**config.mk**
```make
export PLATFORM = sky130hd
export DESIGN_NAME = jellyvl_etherneco_synctimer_slave
export DESIGN_NICKNAME = d
export VERILOG_FILES = /design/src/rtl/jellyvl_etherneco_synctimer_slave.sv
export SDC_FILE = /design/constraint.sdc
export NUM_CORES = 1
export LEC_CHECK = 0
export CAP_MARGIN = 20
export CORE_UTILIZATION = 25
export CTS_BUF_LIST = sky130_fd_sc_hd__clkbuf_4 sky130_fd_sc_hd__clkbuf_8
export DETAILED_ROUTE_END_ITERATION = 10
export PLACE_DENSITY_LB_ADDON = 0.1
export SLEW_MARGIN = 20
export SYNTH_ARGS = -nofsm -noshare
export SYNTH_HDL_FRONTEND = slang
export SYNTH_SLANG_ARGS = --single-unit
```
**constraint.sdc**
```tcl
create_clock -name clk -period 6.3 [get_ports clk]
set_input_delay 0.945 -clock clk [delete_from_list [all_inputs] [get_ports clk]]
set_output_delay 0.945 -clock clk [all_outputs]
set_load 0.05 [all_outputs]
```
**src/rtl/jellyvl_etherneco_synctimer_slave.sv**
```systemverilog
// Sync-timer ring slave: parses 12-byte sync packets into set/adjust requests for the
// local timer and forwards every byte downstream with the node-id byte incremented.
module jellyvl_etherneco_synctimer_slave #(
    parameter int          TIMER_WIDTH  = 64,
    parameter logic [7:0]  CMD_OVERRIDE = 8'h10,
    parameter logic [7:0]  CMD_CORRECT  = 8'h11
) (
    input  logic                   clk,
    input  logic                   reset,
    input  logic [TIMER_WIDTH-1:0] current_time,
    input  logic                   s_last,
    input  logic [7:0]             s_data,
    input  logic                   s_valid,
    output logic                   s_ready,
    output logic                   m_last,
    output logic [7:0]             m_data,
    output logic                   m_valid,
    input  logic                   m_ready,
    output logic [7:0]             node_id,
    output logic [TIMER_WIDTH-1:0] set_time,
    output logic                   set_valid,
    output logic                   adjust_sign,
    output logic                   adjust_valid,
    input  logic                   adjust_ready
);

    typedef enum logic {RECV, SKIP} state_t;

    state_t                 state_reg, state_next;
    logic [3:0]             idx_reg, idx_next;
    logic                   complete;
    logic                   accept;
    logic [7:0]             cmd_reg;
    logic [63:0]            time_reg;
    logic [7:0]             offset_lo_reg;
    logic [TIMER_WIDTH-1:0] local_cap_reg;
    logic [7:0]             node_id_reg;
    logic [TIMER_WIDTH-1:0] set_time_reg;
    logic                   set_valid_reg;
    logic                   adjust_sign_reg;
    logic                   adjust_valid_reg;
    logic [7:0]             time_byte_hit;
    logic [TIMER_WIDTH-1:0] target;
    logic [TIMER_WIDTH-1:0] diff;

    assign accept  = s_valid && s_ready;
    assign s_ready = m_ready;
    assign m_valid = s_valid;
    assign m_last  = s_last;
    // idx parks at 12 while skipping, so only a real header byte gets incremented
    assign m_data  = (idx_reg == 4'd0) ? s_data + 8'd1 : s_data;

    assign node_id      = node_id_reg;
    assign set_time     = set_time_reg;
    assign set_valid    = set_valid_reg;
    assign adjust_sign  = adjust_sign_reg;
    assign adjust_valid = adjust_valid_reg;

    // The last offset byte is still on s_data when the packet completes
    assign target = time_reg[TIMER_WIDTH-1:0] + TIMER_WIDTH'({s_data, offset_lo_reg});
    assign diff   = target - local_cap_reg;

    genvar gi;
    generate
        for (gi = 0; gi < 8; gi++) begin : g_time_hit
            assign time_byte_hit[gi] = accept && (state_reg == RECV) && (idx_reg == 4'(gi + 2));
        end
    endgenerate

    always_ff @(posedge clk) begin
        if (reset) begin
            state_reg <= RECV;
            idx_reg   <= 4'd0;
        end else begin
            state_reg <= state_next;
            idx_reg   <= idx_next;
        end
    end

    always_comb begin
        state_next = state_reg;
        idx_next   = idx_reg;
        complete   = 1'b0;
        if (accept) begin
            case (state_reg)
                RECV: begin
                    if (s_last) begin
                        idx_next = 4'd0;
                        complete = (idx_reg == 4'd11);
                    end else if (idx_reg == 4'd11) begin
                        state_next = SKIP;
                        idx_next   = 4'd12;
                    end else begin
                        idx_next = idx_reg + 4'd1;
                    end
                end
                SKIP: begin
                    if (s_last) begin
                        state_next = RECV;
                        idx_next   = 4'd0;
                    end
                end
                default: begin
                    state_next = RECV;
                    idx_next   = 4'd0;
                end
            endcase
        end
    end

    always_ff @(posedge clk) begin
        if (reset) begin
            cmd_reg       <= 8'd0;
            time_reg      <= 64'd0;
            offset_lo_reg <= 8'd0;
            local_cap_reg <= '0;
            node_id_reg   <= 8'd0;
        end else begin
            if (accept && state_reg == RECV) begin
                case (idx_reg)
                    4'd0: begin
                        node_id_reg   <= s_data + 8'd1;
                        local_cap_reg <= current_time;
                    end
                    4'd1:    cmd_reg       <= s_data;
                    4'd10:   offset_lo_reg <= s_data;
                    default: ;
                endcase
            end
            for (int i = 0; i < 8; i++) begin
                if (time_byte_hit[i]) begin
                    time_reg[8*i +: 8] <= s_data;
                end
            end
        end
    end

    always_ff @(posedge clk) begin
        if (reset) begin
            set_time_reg     <= '0;
            set_valid_reg    <= 1'b0;
            adjust_sign_reg  <= 1'b0;
            adjust_valid_reg <= 1'b0;
        end else begin
            set_valid_reg <= 1'b0;
            if (complete && cmd_reg == CMD_OVERRIDE) begin
                set_time_reg     <= target;
                set_valid_reg    <= 1'b1;
                adjust_valid_reg <= 1'b0;
            end else if (complete && cmd_reg == CMD_CORRECT) begin
                // A fresh correction supersedes any pending request
                if (diff == '0) begin
                    adjust_valid_reg <= 1'b0;
                end else begin
                    adjust_valid_reg <= 1'b1;
                    adjust_sign_reg  <= diff[TIMER_WIDTH-1];
                end
            end else if (adjust_valid_reg && adjust_ready) begin
                adjust_valid_reg <= 1'b0;
            end
        end
    end

endmodule

```
==> results of run 1 <==
layer usage:
metal	GRT usage	share of wire
met1	0.274	0.47
met2	0.340	0.47
met3	0.0297	0.039
met4	0.0579	0.022
met5	0	0
cells by family after synthesis:
| kind of cell | synth area share |
|---|---|
| simple gates | 0.270 |
| flops | 0.315 |
| fa+ha+maj | 0.0766 |
| xor+xnor | 0.0713 |
| mux | 0.00219 |
| buf+inv | 0.0543 |
| compound gates | 0.211 |
metrics by stage:
step	instance area [um2]	cells	utilization	power [mW]
3_5_place_dp	19200	3161	0.340	2.28
4_1_cts	20100	3235	0.357	3.85
3_3_place_gp	19200	3161	0.340	2.28
6_report	20700	3247	0.368	3.81
5_1_grt	20700	3247	0.368	4.01
2_1_floorplan	14300	1988	-	1.89
worst max-delay path by stage:
stage,to,cells after the start
2_1_floorplan,adjust_sign,25
3_3_place_gp,adjust_sign,23
3_5_place_dp,adjust_sign,23
4_1_cts,adjust_sign,27
5_1_grt,adjust_sign,27
6_report,adjust_sign,25
area by class of cell:
class                           count  area, um2
Fill cell                        6105      35600
Multi-Input combinational cell   1569       9590
Timing Repair Buffer              540       4510
Sequential cell                   224       4490
Tap cell                          756        946
Clock buffer                       66        833
Inverter                           84        315
Clock inverter                      8       67.6
worst max-delay path, cell delays in order:
cell and delay, ns:
clkdlybuf4s50_1 0.44, ha_1 0.23, or3_1 0.35, a2111o_1 0.40, a311oi_2 0.34, buf_4 0.16, buf_4 0.11, buf_4 0.11
nand2b_4 0.14, xnor2_4 0.11, ha_4 0.29, nand2_2 0.06, buf_4 0.14, o21a_4 0.22, a21o_1 0.20, a2111o_1 0.46
o21ai_2 0.21, a21boi_1 0.10, buf_4 0.18, o21bai_1 0.16, xor2_1 0.11, nor4_1 0.31, nand4_1 0.18, or4_1 0.55
a21oi_1 0.14
where the power goes:
| group | switching, mW | internal [mW] |
|---|---|---|
| sequential | 0.0134 | 1.44 |
| clock | 0.688 | 0.846 |
| combinational | 0.468 | 0.358 |
| total | 1.17 | 2.65 |
timing repair:
action,in CTS,in global routing
gates resized for setup,11,96
pin swaps,3,47
buffers inserted,0,11
setup endpoints to repair,2,2
endpoints found under the hold margin,0,0
placed cells by master (no fill, tap or decap), types with 13 or more instances in the layout:
cell,n
inv_1,84
nand4_1,29
a21oi_1,252
and3_1,18
nand3_1,112
a21oi_2,24
dfxtp_1,223
clkbuf_8,55
a21o_1,17
o21ai_0,42
nor3_1,53
o21ai_1,14
xnor2_1,55
nor2_1,170
buf_4,374
o21bai_1,13
xor2_1,46
o21a_1,26
ha_1,72
clkdlybuf4s50_1,159
nand2_1,402
==> impl_metrics.json, run 1 <==
{
  "relSlewSlack": 0.318,
  "clk_path_buf_depth": 3,
  "grt_start_max_net_pins": 138,
  "fp-row-count": 87,
  "critical_path_arrival_ns": 6.66,
  "ys_async_sr_fraction": 0,
  "avgSynthCellArea_um2": 7.17,
  "worst_setup_path_start_kind": "primary input",
  "grt_remaining_overflow": 0,
  "ys_seq_elements": 224,
  "viasPerCell": 4.77,
  "critical_path_class": "primary input to register",
  "worst_slack_ns": 0.196,
  "cellPowerDensity_nw_per_um2": 184,
  "synth_edf_count": 0,
  "yosysSeqAreaShare": 0.315,
  "cp-end-kind": "register",
  "min_period_ns": 6.10,
  "hold_path_end": "set_time[23]",
  "reg2reg_depth": 28,
  "syn_nets": 2152,
  "routed_wl_mm": 59.7,
  "critPathLaunch": "s_data[3]",
  "status": "finished clean",
  "synth_top_area_frac": 0.315,
  "critical_path_required_ns": 6.86,
  "vias": 15500,
  "tightestPinTransition_ns": 1.02,
  "first_pass_iters": 5,
  "floorplan.die.width_um": 241,
  "fin_nets": 2627,
  "r2r_start": "time_reg[0]",
  "synth_most_common_cell": "nand2_1",
  "min_path_type": "register to register",
  "synth.distinct_cells": 75,
  "hp-start": "set_time[23]",
  "io_pins": 164,
  "setup_viol": 0,
  "first_global_vias": 15300,
  "worstSkewPairLatency_ns": 0.63,
  "hold_buffers": 0,
  "rr_endpoint": "adjust_sign",
  "fmax_mhz": 164,
  "drc_errors": 0,
  "die_area_um2": 58000,
  "finalCritPeriodShare": 0.969,
  "grt_usage": 0.205,
  "antenna_found_initial": 0,
  "slew_violations": 0,
  "cts_num_sinks": 224,
  "place_congestion": 0.906,
  "root_buffer": "clkbuf_8",
  "synth_cells": 1988,
  "synth_top_cells_by_count": "nand2_1, a21oi_1, dfxtp_1, nor2_1, nand3_1",
  "fin_tns_setup_ns": 0,
  "cts-buffers-inserted": 44,
  "drtAntennaViolNets": 0,
  "irDropWorstVdd_mv": 0.106,
  "fp.coreArea_um2": 56400,
  "die_height_um": 241,
  "drive_above_1_share": 0.228,
  "leakage_nw": 8.55,
  "start_util": 0.253,
  "fin_skew_ns": 0.0184,
  "max_cap_violations": 0,
  "area_delta_synth_final_pct": 45.6,
  "post-dp-hpwl_mm": 46.3,
  "ys_top_cells_by_area": "dfxtp_1, nand2_1, a21oi_1, ha_1, nor2_1",
  "grt_pass1_wl_mm": 89.8,
  "drt_iter0_markers": 732,
  "diodes": 0,
  "syn-cell-area_um2": 14300,
  "finalHoldViolations": 0,
  "yosys_warnings": 0,
  "synthFlopType": "dfxtp_1",
  "cts_tree": "done",
  "wire_per_inst_um": 18.4,
  "htreeDepth": 2,
  "port_buffers": 163,
  "yosys.area.top_type": "dfxtp_1",
  "holdPathStages": 2,
  "worst_hold_slack_ns": 0.454,
  "place_ws_ns": -0.864,
  "reg2reg_slack_ns": 0.24,
  "path_clk_slew_ns": 0.05,
  "path_max_fanout": 4
}
Note: power is estimated with default switching activity, not from simulation.
==> inputs of run 2 (changes only) <==
Settings changed: ABC_CLOCK_PERIOD_IN_PS set to 6300, CORE_UTILIZATION 25 to 50.
==> run 2 against run 1 <==
Effect of this change:
- count of clock-buffer cells in the layout is 4 lower
- sequential power hardly changed
- clock power is 3% higher
- sequential cell count stayed put
- utilization is 33 points higher
==> impl_metrics.json, run 2 (same netlist as run 1, synthesis figures left out) <==
{
  "status": "finished clean",
  "fp.coreArea_um2": 27900,
  "die_height_um": 171,
  "critical_path_required_ns": 6.80,
  "drive_above_1_share": 0.188,
  "relSlewSlack": 0.413,
  "first_pass_iters": 7,
  "crit_path_frequent_cell": "buf_4",
  "wl_met3_mm": 3.77,
  "p_int_mw": 2.68,
  "hold_buffers": 0,
  "finalHoldViolations": 0,
  "cellPowerDensity_nw_per_um2": 195,
  "antenna_found_initial": 1,
  "fp-row-count": 61,
  "reg2reg_depth": 27,
  "setup_viol": 0,
  "netSwitchingFraction": 0.292,
  "p_switching_mw": 1.11,
  "post-dp-hpwl_mm": 41.1,
  "r2r_start": "time_reg[0]",
  "cp_slowest_cell": "clkdlybuf4s50_1",
  "highest_layer": "met4",
  "grt_remaining_overflow": 0,
  "reg2reg_slack_ns": 0.26,
  "fin_nets": 2570,
  "grt_start_max_net_pins": 115,
  "cp-end-kind": "register",
  "io_pins": 164,
  "path_max_fanout": 7,
  "wire_per_inst_um": 18.8,
  "root_buffer": "clkbuf_8",
  "wl_met2_mm": 24.4,
  "irDropWorstVdd_mv": 0.207,
  "crit_end": "adjust_sign",
  "htreeDepth": 2,
  "final_util": 0.696,
  "mostFrequentLayoutCells": "nand2_1, buf_4, a21oi_1, dfxtp_1, nor2_1",
  "min_period_ns": 6.04,
  "floorplan.die.width_um": 171,
  "fin_tns_setup_ns": 0,
  "place_congestion": 1.04,
  "drt_iter0_markers": 1263,
  "critical_path_class": "primary input to register",
  "cts-buffers-inserted": 41,
  "first_global_vias": 14800,
  "pwr-share-comb": 0.202,
  "seq_power_share": 0.384,
  "slew_violations": 0,
  "place_ws_ns": -0.650,
  "port_buffers": 163,
  "min_path_type": "register to register",
  "area_delta_synth_final_pct": 36.5,
  "critical_path_arrival_ns": 6.54,
  "clk_path_buf_depth": 3,
  "start_util": 0.510,
  "place_inst": 2740,
  "cpPeakStageDelay_ns": 0.53,
  "fin_cells": 2813,
  "routed_wl_mm": 53.0,
  "viasPerCell": 5.62,
  "tightestPinTransition_ns": 0.879,
  "fmax_mhz": 166,
  "finalCritPeriodShare": 0.958,
  "worst_setup_path_start_kind": "primary input",
  "path_clk_slew_ns": 0.07,
  "drtAntennaViolNets": 0,
  "leakage_nw": 8.11,
  "worst_slack_ns": 0.261,
  "critPathLaunch": "s_data[0]",
  "rr_endpoint": "adjust_sign",
  "die_area_um2": 29200,
  "grt_usage": 0.356,
  "fin_skew_ns": 0.0393,
  "max_cap_violations": 0,
  "cts_num_sinks": 224,
  "final_common_cell": "nand2_1",
  "p_clk_frac": 0.414,
  "vias": 15800,
  "grt_pass1_wl_mm": 80.3,
  "worstSkewPairLatency_ns": 0.57,
  "cts_tree": "done",
  "drc_errors": 0,
  "m1WireLength_mm": 23.3
}
-- run 2: changes by cell type in the layout (fill, tap and decap cells not counted), moves of 4 or more --
cell      delta
buf_4       -51
xnor2_1      +9
clkbuf_8     -4
o21ai_1      -4
a21oi_2     -13
xnor2_2      -8
o21ai_0      +5
a21oi_1     +15
ha_4         -9
ha_1        +10
-- run 2: worst min-delay path by stage --
stage	from	to	slack, ns	depth (start not counted)
floorplan	cmd_reg[4]	cmd_reg[4]	0.43	2
global placement	cmd_reg[2]	cmd_reg[2]	0.44	2
detailed placement	set_time[46]	set_time[46]	0.45	2
CTS	set_time[46]	set_time[46]	0.46	2
global route	local_cap_reg[3]	local_cap_reg[3]	0.47	2
finish	set_time[43]	set_time[43]	0.45	2
-- run 2: area by class of cell --
class	count	area (um2)
timing repair buffer	486	4060
inverter	84	315
multi-input combinational	1569	9200
tap	378	473
clock buffer	62	785
clock inverter	9	136
antenna	1	2.50
sequential	224	4480
fill	2420	8490
-- run 2: timing repair --
action / 4_1_cts / 5_1_grt
resized for setup: 2 / 34
buffers inserted: 0 / 1
cloned: 0 / 0
endpoints found under the setup margin: 1 / 2
hold endpoints to repair: 0 / 0
pin swaps: 0 / 7
-- run 2: through the flow --
| step | total power, mW | hold slack (ns) | area [um2] |
|---|---|---|---|
| final | 3.79 | 0.452 | 19400 |
| after global placement | 2.22 | 0.443 | 18400 |
| after global routing | 3.93 | 0.474 | 19400 |
| after floorplan | 1.89 | 0.432 | 14300 |
| after detailed placement | 2.22 | 0.447 | 18400 |
| after CTS | 3.78 | 0.455 | 19300 |
-- run 2: power by group through the flow --
stage / clock network [mW] / logic, mW / registers [mW]
6_report: 1.57 / 0.765 / 1.46
5_1_grt: 1.65 / 0.819 / 1.46
3_3_place_gp: 0 / 0.736 / 1.48
3_5_place_dp: 0 / 0.736 / 1.49
2_1_floorplan: 0 / 0.401 / 1.49
4_1_cts: 1.59 / 0.742 / 1.46
-- run 2: layer usage --
metal | up-vias | GRT usage
li1 | 7713 | -
met1 | 7447 | 0.471
met2 | 562 | 0.589
met3 | 93 | 0.0588
met4 | 0 | 0.116
met5 | - | 0
-- run 2: worst max-delay path: cells and delay by family --
family,cells,cell delay (ns)
compound gates,11,2.34
simple gates,6,1.17
buf+inv,4,1.03
fa+ha+maj,2,0.67
xor+xnor,2,0.37
